File: src/rtl/adc_sample_reader.sv
`default_nettype none
// ============================================================================
// Module   : adc_sample_reader
// Purpose  : Host-side controller for an ADC0804-style 8-bit converter. On a
//            fixed sample tick it pulses WR to start a conversion, waits for
//            the end-of-conversion INTR, drives CS/RD, latches the byte and
//            emits a one-cycle sample_valid strobe.
// Ports    : clk          - system clock
//            reset        - synchronous active-high reset
//            enable       - 1 = run periodic conversions
//            adc_data     - ADC parallel data bus
//            adc_intr_n   - ADC end-of-conversion, active low, asynchronous
//            adc_cs_n     - ADC chip select, active low
//            adc_rd_n     - ADC read strobe, active low
//            adc_wr_n     - ADC start-conversion strobe, active low
//            sample       - last captured byte, held until the next capture
//            sample_valid - one-cycle pulse when sample updates
//            timeout_err  - sticky: INTR never arrived in time
//            overrun      - sticky: a tick arrived while a conversion was busy
// Revision : 1.0 - initial release
// ============================================================================
module adc_sample_reader #(
  parameter int SAMPLE_DIV     = 100_000,
  parameter int WR_LOW_CYCLES  = 10,
  parameter int RD_CYCLES      = 20,
  parameter int TIMEOUT_CYCLES = 20_000
) (
  input  logic       clk,
  input  logic       reset,
  input  logic       enable,
  input  logic [7:0] adc_data,
  input  logic       adc_intr_n,
  output logic       adc_cs_n,
  output logic       adc_rd_n,
  output logic       adc_wr_n,
  output logic [7:0] sample,
  output logic       sample_valid,
  output logic       timeout_err,
  output logic       overrun
);

  localparam int CNT_W  = (SAMPLE_DIV > 1) ? $clog2(SAMPLE_DIV) : 1;
  // One phase counter serves the WR pulse, the INTR timeout and the RD pulse.
  localparam int PH_MAX = (TIMEOUT_CYCLES > WR_LOW_CYCLES) ?
                          ((TIMEOUT_CYCLES > RD_CYCLES) ? TIMEOUT_CYCLES : RD_CYCLES) :
                          ((WR_LOW_CYCLES > RD_CYCLES) ? WR_LOW_CYCLES : RD_CYCLES);
  localparam int PH_W   = $clog2(PH_MAX + 1);

  localparam logic [CNT_W-1:0] c_tick_last = CNT_W'(SAMPLE_DIV - 1);
  localparam logic [PH_W-1:0]  c_wr_last   = PH_W'(WR_LOW_CYCLES - 1);
  localparam logic [PH_W-1:0]  c_rd_last   = PH_W'(RD_CYCLES - 1);
  localparam logic [PH_W-1:0]  c_to_last   = PH_W'(TIMEOUT_CYCLES - 1);

  typedef enum logic [2:0] {
    ST_IDLE      = 3'd0,
    ST_START     = 3'd1,
    ST_WAIT_INTR = 3'd2,
    ST_READ      = 3'd3,
    ST_DONE      = 3'd4
  } state_t;

  state_t             state_q;
  logic [CNT_W-1:0]   tick_cnt_q;
  logic [CNT_W-1:0]   tick_cnt_d;
  logic [PH_W-1:0]    ph_q;
  logic               intr_meta_q;
  logic               intr_s_q;
  logic               cs_n_q;
  logic               rd_n_q;
  logic               wr_n_q;
  logic [7:0]         sample_q;
  logic               valid_q;
  logic               timeout_q;
  logic               overrun_q;
  logic               w_tick;

  // Sample-rate divider; held at zero while disabled so the first tick after
  // enabling comes a full period later.
  always_comb begin
    tick_cnt_d = tick_cnt_q + 1'b1;
    if (!enable || (tick_cnt_q == c_tick_last)) begin
      tick_cnt_d = '0;
    end
  end

  assign w_tick = enable && (tick_cnt_q == c_tick_last);

  always_ff @(posedge clk) begin
    if (reset) begin
      tick_cnt_q  <= '0;
      intr_meta_q <= 1'b1;
      intr_s_q    <= 1'b1;
    end else begin
      tick_cnt_q  <= tick_cnt_d;
      intr_meta_q <= adc_intr_n;
      intr_s_q    <= intr_meta_q;
    end
  end

  always_ff @(posedge clk) begin
    if (reset) begin
      state_q   <= ST_IDLE;
      ph_q      <= '0;
      cs_n_q    <= 1'b1;
      rd_n_q    <= 1'b1;
      wr_n_q    <= 1'b1;
      sample_q  <= 8'h00;
      valid_q   <= 1'b0;
      timeout_q <= 1'b0;
      overrun_q <= 1'b0;
    end else begin
      valid_q <= 1'b0;
      // Ticks are not queued: a tick while busy is simply lost and flagged.
      if (w_tick && (state_q != ST_IDLE)) begin
        overrun_q <= 1'b1;
      end
      case (state_q)
        ST_IDLE: begin
          if (w_tick) begin
            state_q <= ST_START;
            ph_q    <= '0;
            cs_n_q  <= 1'b0;
            wr_n_q  <= 1'b0;
          end
        end
        ST_START: begin
          if (ph_q == c_wr_last) begin
            cs_n_q  <= 1'b1;
            wr_n_q  <= 1'b1;
            ph_q    <= '0;
            state_q <= ST_WAIT_INTR;
          end else begin
            ph_q <= ph_q + 1'b1;
          end
        end
        ST_WAIT_INTR: begin
          // INTR wins over the timeout if both happen in the same cycle.
          if (!intr_s_q) begin
            state_q <= ST_READ;
            ph_q    <= '0;
            cs_n_q  <= 1'b0;
            rd_n_q  <= 1'b0;
          end else if (ph_q == c_to_last) begin
            timeout_q <= 1'b1;
            state_q   <= ST_IDLE;
          end else begin
            ph_q <= ph_q + 1'b1;
          end
        end
        ST_READ: begin
          if (ph_q == c_rd_last) begin
            sample_q <= adc_data;
            cs_n_q   <= 1'b1;
            rd_n_q   <= 1'b1;
            valid_q  <= 1'b1;
            state_q  <= ST_DONE;
          end else begin
            ph_q <= ph_q + 1'b1;
          end
        end
        ST_DONE: begin
          state_q <= ST_IDLE;
        end
        default: begin
          state_q <= ST_IDLE;
        end
      endcase
    end
  end

  assign adc_cs_n     = cs_n_q;
  assign adc_rd_n     = rd_n_q;
  assign adc_wr_n     = wr_n_q;
  assign sample       = sample_q;
  assign sample_valid = valid_q;
  assign timeout_err  = timeout_q;
  assign overrun      = overrun_q;

endmodule
`default_nettype wire

File: config.mk
export PLATFORM = sky130hd
export DESIGN_NAME = adc_sample_reader
export DESIGN_NICKNAME = d
export VERILOG_FILES = /design/src/rtl/adc_sample_reader.sv
export SDC_FILE = /design/constraint.sdc
export NUM_CORES = 1
export LEC_CHECK = 0
export CORE_UTILIZATION = 50
export CTS_CLUSTER_DIAMETER = 50
export DETAILED_ROUTE_END_ITERATION = 8
export PLACE_DENSITY = 0.72
export REMOVE_ABC_BUFFERS = 1
export SETUP_SLACK_MARGIN = 0.02
export SYNTH_ARGS = -nofsm -noshare
export SYNTH_HDL_FRONTEND = slang
export SYNTH_SLANG_ARGS = --single-unit
File: constraint.sdc
create_clock -name clk -period 2.8 [get_ports clk]
set_input_delay 0.56 -clock clk [delete_from_list [all_inputs] [get_ports clk]]
set_output_delay 0.56 -clock clk [all_outputs]
set_load 0.01 [all_outputs]
==> metrics.md, run 1 <==
| Metric | Value |
|---|---|
| 1st-pass router iterations | 4 |
| First-pass GRT wire length | 8362 um |
| Post-CTS Setup Bufs | 0 |
| Reg clk slew, reported paths | 0.09 ns |
| Fin cells | 366 |
| Antenna cells | 0 |
| Die width | 71.52 um |
| DR vias | 2032 |
| Register area | 1021 um2 |
| Pleak | 0.9013 nW |
| Max-Cap Viols | 0 |
| Placed cell count | 358 |
| CTS HTree Levels | 2 |
| Metal2 WL | 2114 um |
| #FFs+latches synth | 51 |
| Slack of the critical path | 0.3284 ns |
| Root Buffer | clkbuf_8 |
| CTS Hold Bufs | 0 |
| FMAX | 404.6 MHz |
| Post-synth ARST share | 0 |
| Crit path required time | 3.02 ns |
| Post-layout util | 0.6239 |
| WL/cell | 13.32 um |
| Post-Synthesis Cells | 290 |
| Synth Flop Type | dfxtp_1 |
| FILL cells | 397 |
| Slew @ Worst Pin | 0.6284 ns |
| # setup viols final | 0 |
| Worst Hold Class | reg2reg |
| Area occupied by multi-input gates | 1300 um2 |
| Port buffer count | 25 |
| DRT met1 WL | 2455 um |
| Critical-path maximum fanout | 15 |
| Hold Slack | 0.4195 ns |
| PwrDens | 427.6 nW/um2 |
| Post-synth EDFFs | 0 |
| Synth warn | 0 |
| Average size of a mapped cell | 8.331 um2 |
| Max layer used | met4 |
| Status | completed |
| Worst VDD drop | 0.3038 mV |
| Final TNS setup | 0 ns |
| WL final | 4875 um |
| Post-layout min period | 2.472 ns |
| Final Hold Viols | 0 |
| WP data arrival | 2.69 ns |
| Post-synthesis sequential area ratio | 0.4226 |
| TritonCTS clock tree | built |
| Largest net degree at the start of global routing | 22 |
| Yosys top cell area share | 0.4226 |
| Top cells by area, synth | dfxtp_1 42%, nor2_1 6.4%, xnor2_1 5.4% |
| Met3 wire len | 276 um |
| Post-synth top cells | 51 x dfxtp_1, 41 x nor2_1, 19 x nand2_1, 19 x o21ai_0 |
| CTS buffer count | 5 |
| Via density | 5.552 |
| Critical Path Sink Type | flop |
| Area Growth Syn to Fin | 16.31% |
| GPL Wtd Cong | 0.7960 |
| Pre-CTS setup slack | 0.3298 ns |
| Core area | 4504 um2 |
| Post_cts resized | 0 |
| Clk_lat worst skew | 0.30 ns |
| Area leader, netlist | dfxtp_1 |
| Final net count | 328 |
| Setup CP Type | reg2reg |
| Antenna violations before repair | 0 |
| Slew Viols, Final | 0 |
| Final ANT Viol Nets | 0 |
| Worst slew margin | 0.5772 |
| Cell Area, Synth | 2416 um2 |
| Vias in the first global route | 1841 |
| Overflow after GRT | 0 |
| R2R setup slack | 0.33 ns |
| Total die area | 5114 um2 |
| Unrepaired setup endpoints after global routing | false |
| Std-Cell Rows | 24 |
| Max Clock Skew | 0.005194 ns |
| I/O pin cnt | 26 |
| Clk sinks | 51 |
| DRC | 0 |
| Initial Util | 0.5364 |
| All-Layer GR Usage | 0.2064 |
| Synth unique cells | 44 |
| Nature of the critical path startpoint | flop |
| Period utilization | 0.8827 |
| HPWL after DPL | 3434 um |
| Cell with the most instances after synthesis | dfxtp_1 |
| Detailed Route Iter0 Violations | 110 |
| Share of layout cells above drive strength 1 | 0.05414 |
| DIE HEIGHT | 71.52 um |
| Clock Tree Buf Depth | 2 |
area by class of cell:
cell class,instances,area share
multi-input cells,214,0.4626
flip-flops and latches,51,0.3633
clock inverters,1,0.003117
repair buffers,30,0.1024
well taps,52,0.02315
clock buffers,7,0.03072
inverters,11,0.01469
metrics by stage:
stage,power [mW],instance area (um2)
finish,1.202,2810
global route,1.250,2810
CTS,1.216,2810
detailed placement,0.7825,2715
global placement,0.7824,2715
floorplan,0.7539,2362
where the power goes:
part	switching [mW]	total [mW]	internal (mW)	leakage, nW
clock	0.234	0.437	0.203	0.0484
sequential	0.00203	0.729	0.727	0.411
combinational	0.0161	0.0356	0.0195	0.441
total	0.252	1.20	0.950	0.901
path summary, 6_finish.rpt:
kind / start / to / depth (start not counted)
worst max-delay path: tick_cnt_q[8] / ph_q[9] / 5
worst min-delay path: intr_meta_q / intr_s_q / 1
worst max register to register: tick_cnt_q[8] / ph_q[9] / 5
worst min register to register: intr_meta_q / intr_s_q / 1
worst max-delay path, cell delays in order (launching register included):
cell and delay, ns:
dfxtp_1 0.36, or4b_1 0.52, or3_1 0.40, o41a_4 0.46
o41a_1 0.44, a211oi_1 0.21
cells in the final DEF, fill, tap and decap left out, types with 3 or more instances in the layout:
cell and n:
nor2_1 41, nand4_1 8, nand2_1 19, xnor2_1 15, or3_1 3, buf_4 5, ha_1 3, a21oi_1 15
nand3_1 12, o21a_1 4, nor3_1 10, and2_1 3, or4_1 3, clkbuf_8 6, dfxtp_1 51, mux2i_1 8
xor2_1 7, o21ai_0 19, nand2b_1 3, clkdlybuf4s50_1 25, and3_1 4, inv_1 11, nor4_1 7
sequential cells by signal, summed over array words and instances, names as in the netlist:
register	flops
adc_rd_n	1
overrun	1
adc_wr_n	1
timeout_err	1
ph_q	15
intr_s_q	1
state_q	3
tick_cnt_q	17
intr_meta_q	1
adc_cs_n	1
sample_valid	1
sample	8
layer usage:
metal	GRT usage	up-vias
met3	0.05767	2
met5	0	-
met4	0.05882	0
met2	0.3164	59
met1	0.2861	901
li1	-	1070
cells by family after synthesis:
kind of cell             count (synthesis)  synth area share
adder cells (fa/ha/maj)                  3           0.01554
buffers and inverters                   25           0.03936
flip-flops                              51            0.4226
AND/OR/NAND/NOR                        128            0.2729
AO/OA/AOI/OAI                           53            0.1367
multiplexers                             8           0.03314
XOR/XNOR                                22           0.07975
No activity file was read; power rests on OpenSTA's default activity.
==> inputs of run 2 (changes only) <==
- CAP_MARGIN: unset -> 25
- SLEW_MARGIN: unset -> 25
==> results of run 2 <==
No change in the layout: final DEF, timing and power equal those of run 1.
==> inputs of run 3 (changes only) <==
--- a/config.mk
+++ b/config.mk
@@ -9,2 +9,3 @@
 export CORE_UTILIZATION = 50
+export CTS_BUF_LIST = sky130_fd_sc_hd__clkbuf_8
 export CTS_CLUSTER_DIAMETER = 50
--- a/constraint.sdc
+++ b/constraint.sdc
@@ -3,2 +3,2 @@
 set_output_delay 0.56 -clock clk [all_outputs]
-set_load 0.01 [all_outputs]
+set_load 0.05 [all_outputs]
==> metrics.md, run 3 (synthesis gave the netlist of run 1 again) <==
| Metric | Value |
|---|---|
| CTS HTree Levels | 2 (unchanged) |
| Flop pwr share | 0.609 (was 0.607) |
| Clk_lat worst skew | 0.30 ns (about the same) |
| Clk sinks | 51 (unchanged) |
| Slew @ Worst Pin | 0.6284 ns (unchanged) |
| Worst slew margin | 0.5772 (unchanged) |
| DRC | 0 (unchanged) |
| TritonCTS clock tree | built (unchanged) |
| Switching pwr | 0.2521 mW (was 0.2519 mW) |
| PwrDens | 426.4 nW/um2 (was 427.6 nW/um2) |
| Slew Viols, Final | 0 (unchanged) |
| Unrepaired setup endpoints after global routing | false (unchanged) |
| RR Startpoint | tick_cnt_q[8] (unchanged) |
| Critical Path Sink Type | flop (unchanged) |
| DR vias | 2031 (was 2032) |
| Die width | 71.52 um (unchanged) |
| I/O pin cnt | 26 (unchanged) |
| Final TNS setup | 0 ns (unchanged) |
| Max Clock Skew | 0.005194 ns (unchanged) |
| WP data arrival | 2.69 ns (about the same) |
| Area Growth Syn to Fin | 16.31% (unchanged) |
| DIE HEIGHT | 71.52 um (unchanged) |
| Via density | 5.549 (was 5.552) |
| Period utilization | 0.8827 (about the same) |
| All-Layer GR Usage | 0.2064 (unchanged) |
| Switching Share | 0.2104 (was 0.2096) |
| Final ANT Viol Nets | 0 (unchanged) |
| Post-layout min period | 2.472 ns (about the same) |
| Status | completed (unchanged) |
| FMAX | 404.6 MHz (about the same) |
| Crit path from | tick_cnt_q[8] (unchanged) |
| # setup viols final | 0 (unchanged) |
| Final net count | 328 (unchanged) |
| Power share of the clock group | 0.362 (was 0.363) |
| Share of layout cells above drive strength 1 | 0.05414 (unchanged) |
| Pleak | 0.9055 nW (was 0.9013 nW) |
| Detailed Route Iter0 Violations | 107 (was 110) |
| WL/cell | 13.33 um (was 13.32 um) |
| HP Start | intr_meta_q (unchanged) |
| Max-Cap Viols | 0 (unchanged) |
| Post_cts resized | 0 (unchanged) |
| Std-Cell Rows | 24 (unchanged) |
| Core area | 4504 um2 (unchanged) |
| First-pass GRT wire length | 8362 um (unchanged) |
| Crit path required time | 3.02 ns (about the same) |
| CTS Hold Bufs | 0 (unchanged) |
| Most frequent cells in the layout | 51 x dfxtp_1, 41 x nor2_1, 25 x clkdlybuf4s50_1 (unchanged) |
| Clock Tree Buf Depth | 2 (unchanged) |
| Antenna cells | 0 (unchanged) |
| GPL Wtd Cong | 0.7960 (unchanged) |
| Initial Util | 0.5364 (unchanged) |
| Nature of the critical path startpoint | flop (unchanged) |
| Setup CP Type | reg2reg (unchanged) |
| Worst VDD drop | 0.3038 mV (unchanged) |
| Top reg by flops | tick_cnt_q (unchanged) |
| Int Pwr | 0.9460 mW (was 0.9496 mW) |
| Final Hold Viols | 0 (unchanged) |
| Antenna violations before repair | 0 (unchanged) |
| Port buffer count | 25 (unchanged) |
| Overflow after GRT | 0 (unchanged) |
| Max FFs per register | 17 (unchanged) |
| CTS buffer count | 5 (unchanged) |
| Critical-path maximum fanout | 15 (unchanged) |
| Vias in the first global route | 1841 (unchanged) |
| Reg clk slew, reported paths | 0.09 ns (about the same) |
| Comb pwr share | 0.030 (about the same) |
| Post-CTS Setup Bufs | 0 (unchanged) |
| Total die area | 5114 um2 (unchanged) |
| Commonest non-fill, non-tap cell in the layout | dfxtp_1 (unchanged) |
| HPWL after DPL | 3434 um (unchanged) |
| WL final | 4878 um (was 4875 um) |
| Largest net degree at the start of global routing | 22 (unchanged) |
| Worst Hold Class | reg2reg (unchanged) |
| Root Buffer | clkbuf_8 (unchanged) |
| 1st-pass router iterations | 5 (was 4) |
| Hold Slack | 0.4195 ns (unchanged) |
## run 3: changes by cell type in the layout (fill, tap and decap cells not counted)
cell / before / now
clkbuf_1: 1 / 0
inv_1: 11 / 12
## run 3: worst max-delay path, stage by stage (launching register included)
cell and delay (ns):
dfxtp_1 0.36, or4b_1 0.52, or3_1 0.40, o41a_4 0.46, o41a_1 0.44, a211oi_1 0.21
## run 3: area by class of cell
cell class / count / area (um2)
clock buffer: 6 / 82.58
clock inverter: 2 / 12.51
fill: 397 / 1694
inverter: 11 / 41.29
multi-input combinational: 214 / 1300
sequential: 51 / 1021
tap: 52 / 65.06
timing repair buffer: 30 / 287.8
## run 3: path summary, 6_finish.rpt
check              to  slack [ns]  cells past startpoint
min reg2reg  intr_s_q        0.42                      1
max           ph_q[9]        0.33                      5
min          intr_s_q        0.42                      1
max reg2reg   ph_q[9]        0.33                      5
## run 3: through the flow
stage                     area, um2  setup WS, ns  power (mW)  utilization  std cells
after CTS                      2810        0.3084       1.212       0.6239        366
after global placement         2715        0.3921      0.7824       0.6028        358
final                          2810        0.3284       1.198       0.6239        366
after floorplan                2362        0.4871      0.7539            -        276
after global routing           2810        0.2512       1.247       0.6239        366
after detailed placement       2715        0.3298      0.7825       0.6028        358
## run 3: power by group through the flow
stage          clock, mW  combinational (mW)  sequential, mW
3_3_place_gp           0              0.0361           0.746
4_1_cts            0.447              0.0360           0.729
5_1_grt            0.477              0.0399           0.730
2_1_floorplan          0             0.00809           0.746
3_5_place_dp           0              0.0360           0.746
6_report           0.433              0.0356           0.729
## run 3: metal layers
metal / routed length [um] / part of all wire / track usage / vias up
met5: 0 / 0 / 0 / -
met4: 29 / 0.0059 / 0.05882 / 0
met3: 277 / 0.057 / 0.05767 / 2
met2: 2118 / 0.43 / 0.3164 / 59
met1: 2453 / 0.50 / 0.2861 / 901
li1: - / - / - / 1069
